$ cat src/rtl/uart_rpm_pkg.sv
// Shared states and command bytes for the UART RPM decoder.
// UART_RPM_CHECKSUM_EN adds the CSUM state.
package uart_rpm_pkg;

  localparam logic [7:0] CMD_SET      = 8'h91;
  localparam logic [7:0] CMD_STOP_ALL = 8'h90;
  localparam logic [7:0] CMD_RET      = 8'hFF;

  typedef enum logic [2:0] {
    IDLE,
    CHN,
    DATA,
`ifdef UART_RPM_CHECKSUM_EN
    CSUM,
`endif
    COMMIT
  } state_t;

endpackage

$ cat src/rtl/uart_byte_timeout.sv
// Byte-gap watchdog: counts idle clocks while armed.
// expire is suppressed when a byte arrives in the same cycle.
module uart_byte_timeout #(
  parameter int TIMEOUT_CYC = 1000000
) (
  input  logic clk,
  input  logic rstn,
  input  logic arm,
  input  logic kick,
  output logic expire
);

  localparam int CW = $clog2(TIMEOUT_CYC + 1);

  logic [CW-1:0] cnt;

  assign expire = arm && !kick &&
                  (cnt == CW'(TIMEOUT_CYC - 1));

  always_ff @(posedge clk or negedge rstn) begin
    if (!rstn)
      cnt <= '0;
    else if (!arm || kick)
      cnt <= '0;
    else if (!expire)
      cnt <= cnt + CW'(1);
  end

endmodule

$ cat src/rtl/uart_rpm_decoder.sv
// Decodes UART byte frames into per-channel motor targets.
// Define UART_RPM_CHECKSUM_EN to require a trailing XOR checksum byte.
module uart_rpm_decoder
  import uart_rpm_pkg::*;
#(
  parameter int DATA_WIDTH  = 16,
  parameter int NUM_CHN     = 4,
  parameter int STOP_THRESH = 16,
  parameter int TIMEOUT_CYC = 1000000
) (
  input  logic                          clk,
  input  logic                          rstn,
  input  logic                          rx_valid_i,
  input  logic [7:0]                    rx_data_i,
  output logic                          tr_valid_o,
  output logic [2:0]                    tr_chn_o,
  output logic [DATA_WIDTH-1:0]         tr_data_o,
  output logic [NUM_CHN*DATA_WIDTH-1:0] target_o,
  output logic [NUM_CHN-1:0]            stop_o,
  output logic                          err_o
);

  localparam int NB = DATA_WIDTH / 8;
  localparam logic signed [32:0] THR = 33'(STOP_THRESH);

  state_t state, nxt;

  logic [2:0]            chn_q;
  logic [2:0]            bcnt;
  logic [DATA_WIDTH-1:0] asm_q;
  logic [DATA_WIDTH-1:0] tgt [NUM_CHN];

  logic chn_ld, dat_ld, stop_all, err_d, commit;
  logic arm, expire, last, stop_hit;
  logic signed [32:0] tval;

  assign commit = (state == COMMIT);
  assign last   = (bcnt == 3'(NB - 1));
  assign tval   = 33'($signed(asm_q));
  assign stop_hit = (tval > -THR) && (tval < THR);

`ifdef UART_RPM_CHECKSUM_EN
  logic [7:0] csum_q;
  assign arm = (state == DATA) || (state == CSUM);

  always_ff @(posedge clk or negedge rstn) begin
    if (!rstn)
      csum_q <= '0;
    else if (chn_ld)
      csum_q <= rx_data_i;
    else if (dat_ld)
      csum_q <= csum_q ^ rx_data_i;
  end
`else
  assign arm = (state == DATA);
`endif

  uart_byte_timeout #(
    .TIMEOUT_CYC (TIMEOUT_CYC)
  ) u_timeout (
    .clk    (clk),
    .rstn   (rstn),
    .arm    (arm),
    .kick   (rx_valid_i),
    .expire (expire)
  );

  always_ff @(posedge clk or negedge rstn) begin
    if (!rstn)
      state <= IDLE;
    else
      state <= nxt;
  end

  always_comb begin
    nxt      = state;
    chn_ld   = 1'b0;
    dat_ld   = 1'b0;
    stop_all = 1'b0;
    err_d    = 1'b0;
    unique case (state)
      IDLE: begin
        if (rx_valid_i) begin
          if (rx_data_i == CMD_SET)
            nxt = CHN;
          else if (rx_data_i == CMD_STOP_ALL)
            stop_all = 1'b1;
        end
      end
      // COMMIT treats a same-cycle byte as the first byte seen in CHN
      CHN, COMMIT: begin
        nxt = CHN;
        if (rx_valid_i) begin
          if (rx_data_i == CMD_RET) begin
            nxt = IDLE;
          end else if (rx_data_i == CMD_STOP_ALL) begin
            stop_all = 1'b1;
          end else if (rx_data_i < 8'(NUM_CHN)) begin
            chn_ld = 1'b1;
            nxt    = DATA;
          end else begin
            err_d = 1'b1;
            nxt   = IDLE;
          end
        end
      end
      DATA: begin
        if (rx_valid_i) begin
          dat_ld = 1'b1;
          if (last) begin
`ifdef UART_RPM_CHECKSUM_EN
            nxt = CSUM;
`else
            nxt = COMMIT;
`endif
          end
        end else if (expire) begin
          err_d = 1'b1;
          nxt   = IDLE;
        end
      end
`ifdef UART_RPM_CHECKSUM_EN
      CSUM: begin
        if (rx_valid_i) begin
          if (rx_data_i == csum_q) begin
            nxt = COMMIT;
          end else begin
            err_d = 1'b1;
            nxt   = CHN;
          end
        end else if (expire) begin
          err_d = 1'b1;
          nxt   = IDLE;
        end
      end
`endif
      default: nxt = IDLE;
    endcase
  end

  always_ff @(posedge clk or negedge rstn) begin
    if (!rstn) begin
      chn_ld_reset: begin end
      chn_q      <= '0;
      bcnt       <= '0;
      asm_q      <= '0;
      err_o      <= 1'b0;
      tr_valid_o <= 1'b0;
      tr_chn_o   <= '0;
      tr_data_o  <= '0;
      stop_o     <= '1;
      for (int i = 0; i < NUM_CHN; i++)
        tgt[i] <= '0;
    end else begin
      err_o      <= err_d;
      tr_valid_o <= commit;
      tr_chn_o   <= commit ? chn_q : '0;
      tr_data_o  <= commit ? asm_q : '0;
      if (chn_ld) begin
        chn_q <= rx_data_i[2:0];
        bcnt  <= '0;
        asm_q <= '0;
      end else if (dat_ld) begin
        asm_q <= DATA_WIDTH'({asm_q, rx_data_i});
        bcnt  <= bcnt + 3'd1;
      end
      for (int i = 0; i < NUM_CHN; i++) begin
        if (commit && chn_q == 3'(i)) begin
          tgt[i]    <= asm_q;
          stop_o[i] <= stop_hit;
        end
      end
      // a stop-all byte overrides a commit landing in the same cycle
      if (stop_all) begin
        stop_o <= '1;
        for (int i = 0; i < NUM_CHN; i++)
          tgt[i] <= '0;
      end
    end
  end

  for (genvar g = 0; g < NUM_CHN; g++) begin : g_tgt
    assign target_o[g*DATA_WIDTH +: DATA_WIDTH] = tgt[g];
  end

endmodule

$ cat config.mk
export PLATFORM = sky130hd
export DESIGN_NAME = uart_rpm_decoder
export DESIGN_NICKNAME = d
export VERILOG_FILES = /design/src/rtl/uart_rpm_pkg.sv /design/src/rtl/uart_byte_timeout.sv /design/src/rtl/uart_rpm_decoder.sv
export SDC_FILE = /design/constraint.sdc
export NUM_CORES = 1
export LEC_CHECK = 0
export CORE_ASPECT_RATIO = 0.9
export CORE_UTILIZATION = 48
export CTS_CLUSTER_SIZE = 10
export DETAILED_ROUTE_END_ITERATION = 16
export PLACE_DENSITY = 0.88
export SYNTH_ARGS = -nofsm -noshare
export SYNTH_HDL_FRONTEND = slang
export SYNTH_SLANG_ARGS = --single-unit
$ cat constraint.sdc
create_clock -name clk -period 1.9 [get_ports clk]
set_clock_uncertainty 0.05 [all_clocks]
set_input_delay 0.19 -clock clk [delete_from_list [all_inputs] [get_ports clk]]
set_output_delay 0.19 -clock clk [all_outputs]
set_load 0.01 [all_outputs]
# Word-level counts from Yosys, hierarchy flattened
# Index checks and enable logic that the tools add are counted.
# classes
eq_ne,16
order_cmp,3
add_sub_neg,2
n_reduce_logical,19
mux,48
# ops
cell,n
$mux 16,7
$mux 64,1
$mux 20,2
$eq 8x8->1 const B,3
$mux 3,8
$mux 1,22
$add 20x1->20 const B,1
$eq 20x20->1 const B,1
$gt 16x5->1 const B,1
$lt 16x6->1 const B,1
$eq 3x2->1 const B,4
$reduce_bool 2->1,5
$eq 3x1->1 const B,3
$pmux 3 s3,1
$lt 8x3->1 const B,1
$mux 2,4
$logic_and 1x1->1,7
$logic_not 3->1,2
$ne 3x3->1 const B,2
$mux 4,1
$ne 2x2->1 const B,2
$pmux 1 s2,2
$reduce_and 4->1,1
$add 3x1->3 const B,1
other kinds (4),5
# totals
in_bits,11
regBits,134
word_cells,105

# Longest topological paths before layout
# Gate-level depths: netlist of run 1.
# logic_depth
ltp_word,7
ltp_mapped,7

# Modules after synthesis
# From an unflattened synthesis of run 1, not the netlist that was laid out.
# hier_totals
hier_cells,562
hier_area_um2,5693.0
# modules_own_cells
mod,instances,cells_each,seq_area_each_um2,area_each_um2
uart_rpm_decoder,1,449,2832.7,4636.9
uart_byte_timeout,1,113,500.5,1056.0

# Least setup slack after synthesis of run 1
# No wires, ideal clock.
# synth_timing
kind,flip-flop to flip-flop
from,reg u_timeout.cnt[0]
to,reg u_timeout.cnt[16]
required_ns,1.772
setup_ns,0.078
path_buffers,0
path_stages_with_launch,6
slack_ns,-0.118
t_arrival_ns,1.890
path_cell_list,dfrtp_1 > ha_1 > nand3_1 > or4_1 > or4_1 > a21oi_1
# synth_between
elab_chain_len,3
elab_cells_between_ends,6
cone_classes,1 x add/sub; 2 x eq/ne; 2 x mux; 1 x reduce/logical
# synth_rtl
item,line_no,rtl
"start, declared",uart_byte_timeout.sv:15,logic [CW-1:0] cnt;
"start signal, assigned",uart_byte_timeout.sv:26,cnt <= cnt + CW'(1);
$add 20x1->20 or $eq 20x20->1 (tied branches),"uart_byte_timeout.sv:26, uart_byte_timeout.sv:18",
$mux 20 or $logic_and 1x1->1 (tied branches),"uart_byte_timeout.sv:25, uart_byte_timeout.sv:17",
$mux 20 or $ne 2x1->1 (tied branches),--,
# Several ways; a longest one is shown, not always the timed one. The select of a mux whose other input is x is not followed.
# A chain may end at the register's enable or synchronous reset.

# Worst setup path in the final report of run 1
# layout_timing
from,reg u_timeout.cnt[1]
to,reg u_timeout.cnt[16]
# Same word-level chain as after synthesis.

==> results of run 1 <==
## sequential cells by signal (all words and copies together), names as in the netlist
| signal | cells |
|---|---|
| target_o | 64 |
| u_timeout.cnt | 20 |
| asm_q | 16 |
| tr_data_o | 16 |
| stop_o | 4 |
| bcnt | 3 |
| chn_q | 3 |
| tr_chn_o | 3 |
| state | 2 |
| err_o | 1 |
| tr_valid_o | 1 |
## per-layer routing
| metal | up-vias | GRT usage [%] |
|---|---|---|
| li1 | 2203 | - |
| met1 | 2530 | 37.5 |
| met2 | 385 | 47.0 |
| met3 | 100 | 7.42 |
| met4 | 0 | 16.6 |
| met5 | - | 0 |
## what timing repair did
item                                    CTS  global route
hold endpoints to repair                 28             0
setup buffers                             3             5
cloned                                    1             0
resized for setup                        11            21
endpoints found under the setup margin   86            98
pin swaps                                 1            11
hold buffers                              1             0
## Yosys cell counts (7+ instances only)
master and n:
dfrtp_1 129, a21oi_1 62, nand3_1 7, nor4_1 8
nor2_1 52, buf_2 13, nand2_1 111, mux2i_1 32
o21ai_0 11, or4_1 9, and3_1 23, clkbuf_1 30
## worst paths after layout
path / to
worst max-delay path: u_timeout.cnt[16]$_DFFE_PN0P_
worst min-delay path: u_timeout.cnt[5]$_DFFE_PN0P_
worst max register to register: u_timeout.cnt[16]$_DFFE_PN0P_
worst min register to register: target_o[47]$_DFFE_PN0P_
max in group asynchronous: stop_o[3]$_DFFE_PN1P_
min in group clk: asm_q[2]$_DFFE_PN0P_
## power by group
| group | internal (W) | total (W) | switching [W] | leakage [nW] |
|---|---|---|---|---|
| Sequential | 0.00364 | 0.00449 | 0.000847 | 1.57 |
| Combinational | 0.00176 | 0.00352 | 0.00176 | 1.82 |
| Clock | 0.00225 | 0.00353 | 0.00128 | 0.307 |
| Total | 0.00764 | 0.0115 | 0.00389 | 3.70 |
## stage by stage
| stage | cells | total power [W] | setup WS, ps | setup TNS (ps) | area, um2 |
|---|---|---|---|---|---|
| 3_3_place_gp | 824 | 0.00753 | -409 | -35250 | 7180 |
| 6_report | 866 | 0.0115 | -17.5 | -40.8 | 8010 |
| 4_1_cts | 861 | 0.0114 | -22.7 | -23.4 | 7900 |
| 3_5_place_dp | 824 | 0.00774 | -465 | -39550 | 7180 |
| 2_1_floorplan | 564 | 0.00577 | 15.1 | 0 | 5700 |
| 5_1_grt | 866 | 0.0120 | -120 | -739 | 8010 |
## final cells by class
type,instances,area [um2]
Clock buffer,18,439
Tap cell,156,195
Clock inverter,14,201
Timing Repair Buffer,162,1580
Fill cell,763,3470
Sequential cell,133,3330
Inverter,5,18.8
Multi-Input combinational cell,378,2250
## critical path, cell delays in order (launching register included)
cell and delay, ps:
dfrtp_1 410, ha_2 220, nand3_2 90, or4_4 440, or4_4 490, a21oi_2 140
## kinds of logic after synthesis
kind of cell	count (synthesis)	synth area share, %
and+or+nand+nor	246	21.2
DFF	133	58.7
AOI/OAI and AO/OA	88	8.40
buffers and inverters	53	3.92
muxes	34	6.04
xor gates and xnor gates	7	1.08
adders and majority gates	3	0.661
==> impl_metrics.tcl, run 1 <==
set metrics [dict create \
    status "finished, violations left" \
    root_buffer "clkbuf_16" \
    ir_drop_v 0.000869 \
    synthCells 564 \
    post-route-min-period_ps 1920 \
    leakage_nw 3.70 \
    worst-setup-path-type "reg -> reg" \
    r2r_cells 5 \
    worst_slew_pin_slew_ps 485 \
    synth_top_area_share_pct 56.9 \
    wirelength_mm 17.7 \
    required_ps 2190 \
    drv_cap 0 \
    wl_per_cell_um 20.4 \
    synth_nets 578 \
    holdWs_ps 208 \
    drt-initial-drc-count 753 \
    p_per_area_mw_per_mm2 1440 \
    cp.arrival_ps 2200 \
    num_antenna_cells 0 \
    grt_usage_pct 29.9 \
    fmax_ghz 0.522 \
    critPathLaunch "u_timeout.cnt[1]$_DFFE_PN0P_" \
    area_growth_pct 41.2 \
    final_cell_mix "dfrtp_1 (128), nand2_1 (107), clkdlybuf4s50_1 (98)" \
    dieHeight_um 105 \
    path_max_fanout 4 \
    reg2reg_from "u_timeout.cnt[1]$_DFFE_PN0P_" \
    via_per_inst 6.03 \
    fin_crit_sh_pct 101 \
    final-hold-violation-count 0 \
    final_common_cell "dfrtp_1" \
    maxUsedRoutingLayer "met4" \
    synth_edf_count 0 \
    yosys-top-cells-area "dfrtp_1 (57%), nand2_1 (7.3%), mux2i_1 (5.6%)" \
    grt_pass1_vias 5252 \
    grt_pass1_wl_mm 27.2 \
    drc_errors 0 \
    final_core_util_pct 69.8 \
    via_count 5218 \
    synth_seq_cells 133 \
    slew-limit-headroom_pct 67.7 \
    layout-drive-gt1-share_pct 19.0 \
    wl_met1_mm 6.69 \
    violations "setup timing" \
    cts_made_buffers 17 \
    cp-end-kind "register" \
    synth_cell_types 45 \
    grt_overflow 0 \
    num_rows 37 \
    num-nets-final 711 \
    rsz0062_at_grt "true" \
    antenna_found_initial 0 \
    synthArstFlopShare_pct 100 \
    dieArea_mm2 0.0123 \
    hpwl_mm 10.7 \
    yosysSeqAreaShare_pct 58.7 \
    route.met2.wl_mm 8.50 \
    layout_setup_ws_ps -17.5 \
    insertion_delay_ps 420 \
    ant_nets 0 \
    cts_tree "done" \
    cts-htree-levels 4 \
    grt_max_degree 58 \
    finalSetupViolations 3 \
    core_area_mm2 0.0115 \
    dieWidth_um 117 \
    start_util_pct 49.4 \
    io_pins 100 \
    slew_violations 0 \
    cts_buffer_depth 2 \
    route.met3.wl_mm 1.60 \
    clk_pin_slew_ps 60 \
    crit_path_start_kind "register" \
    syn_area_per_cell_um2 10.1 \
    hold_path.class "in -> async" \
    synth_top_flop_cell "dfrtp_1" \
    portBuffers 99 \
    cts.sinks 133 \
    yosysTopAreaCell "dfrtp_1" \
    r2r_slack_ps -20 \
    drtPass1Iterations 7 \
    syn-cell-area_mm2 0.00568 \
    yosys_warnings 0 \
    place.gp.congestion 0.890 \
]
No activity file was read; power rests on OpenSTA's default activity.
==> run 2, diff against run 1 <==
Settings changed: CTS_CLUSTER_SIZE 10 to default.
==> results of run 2 <==
The final DEF is identical to that of run 1; final timing and power are the same.
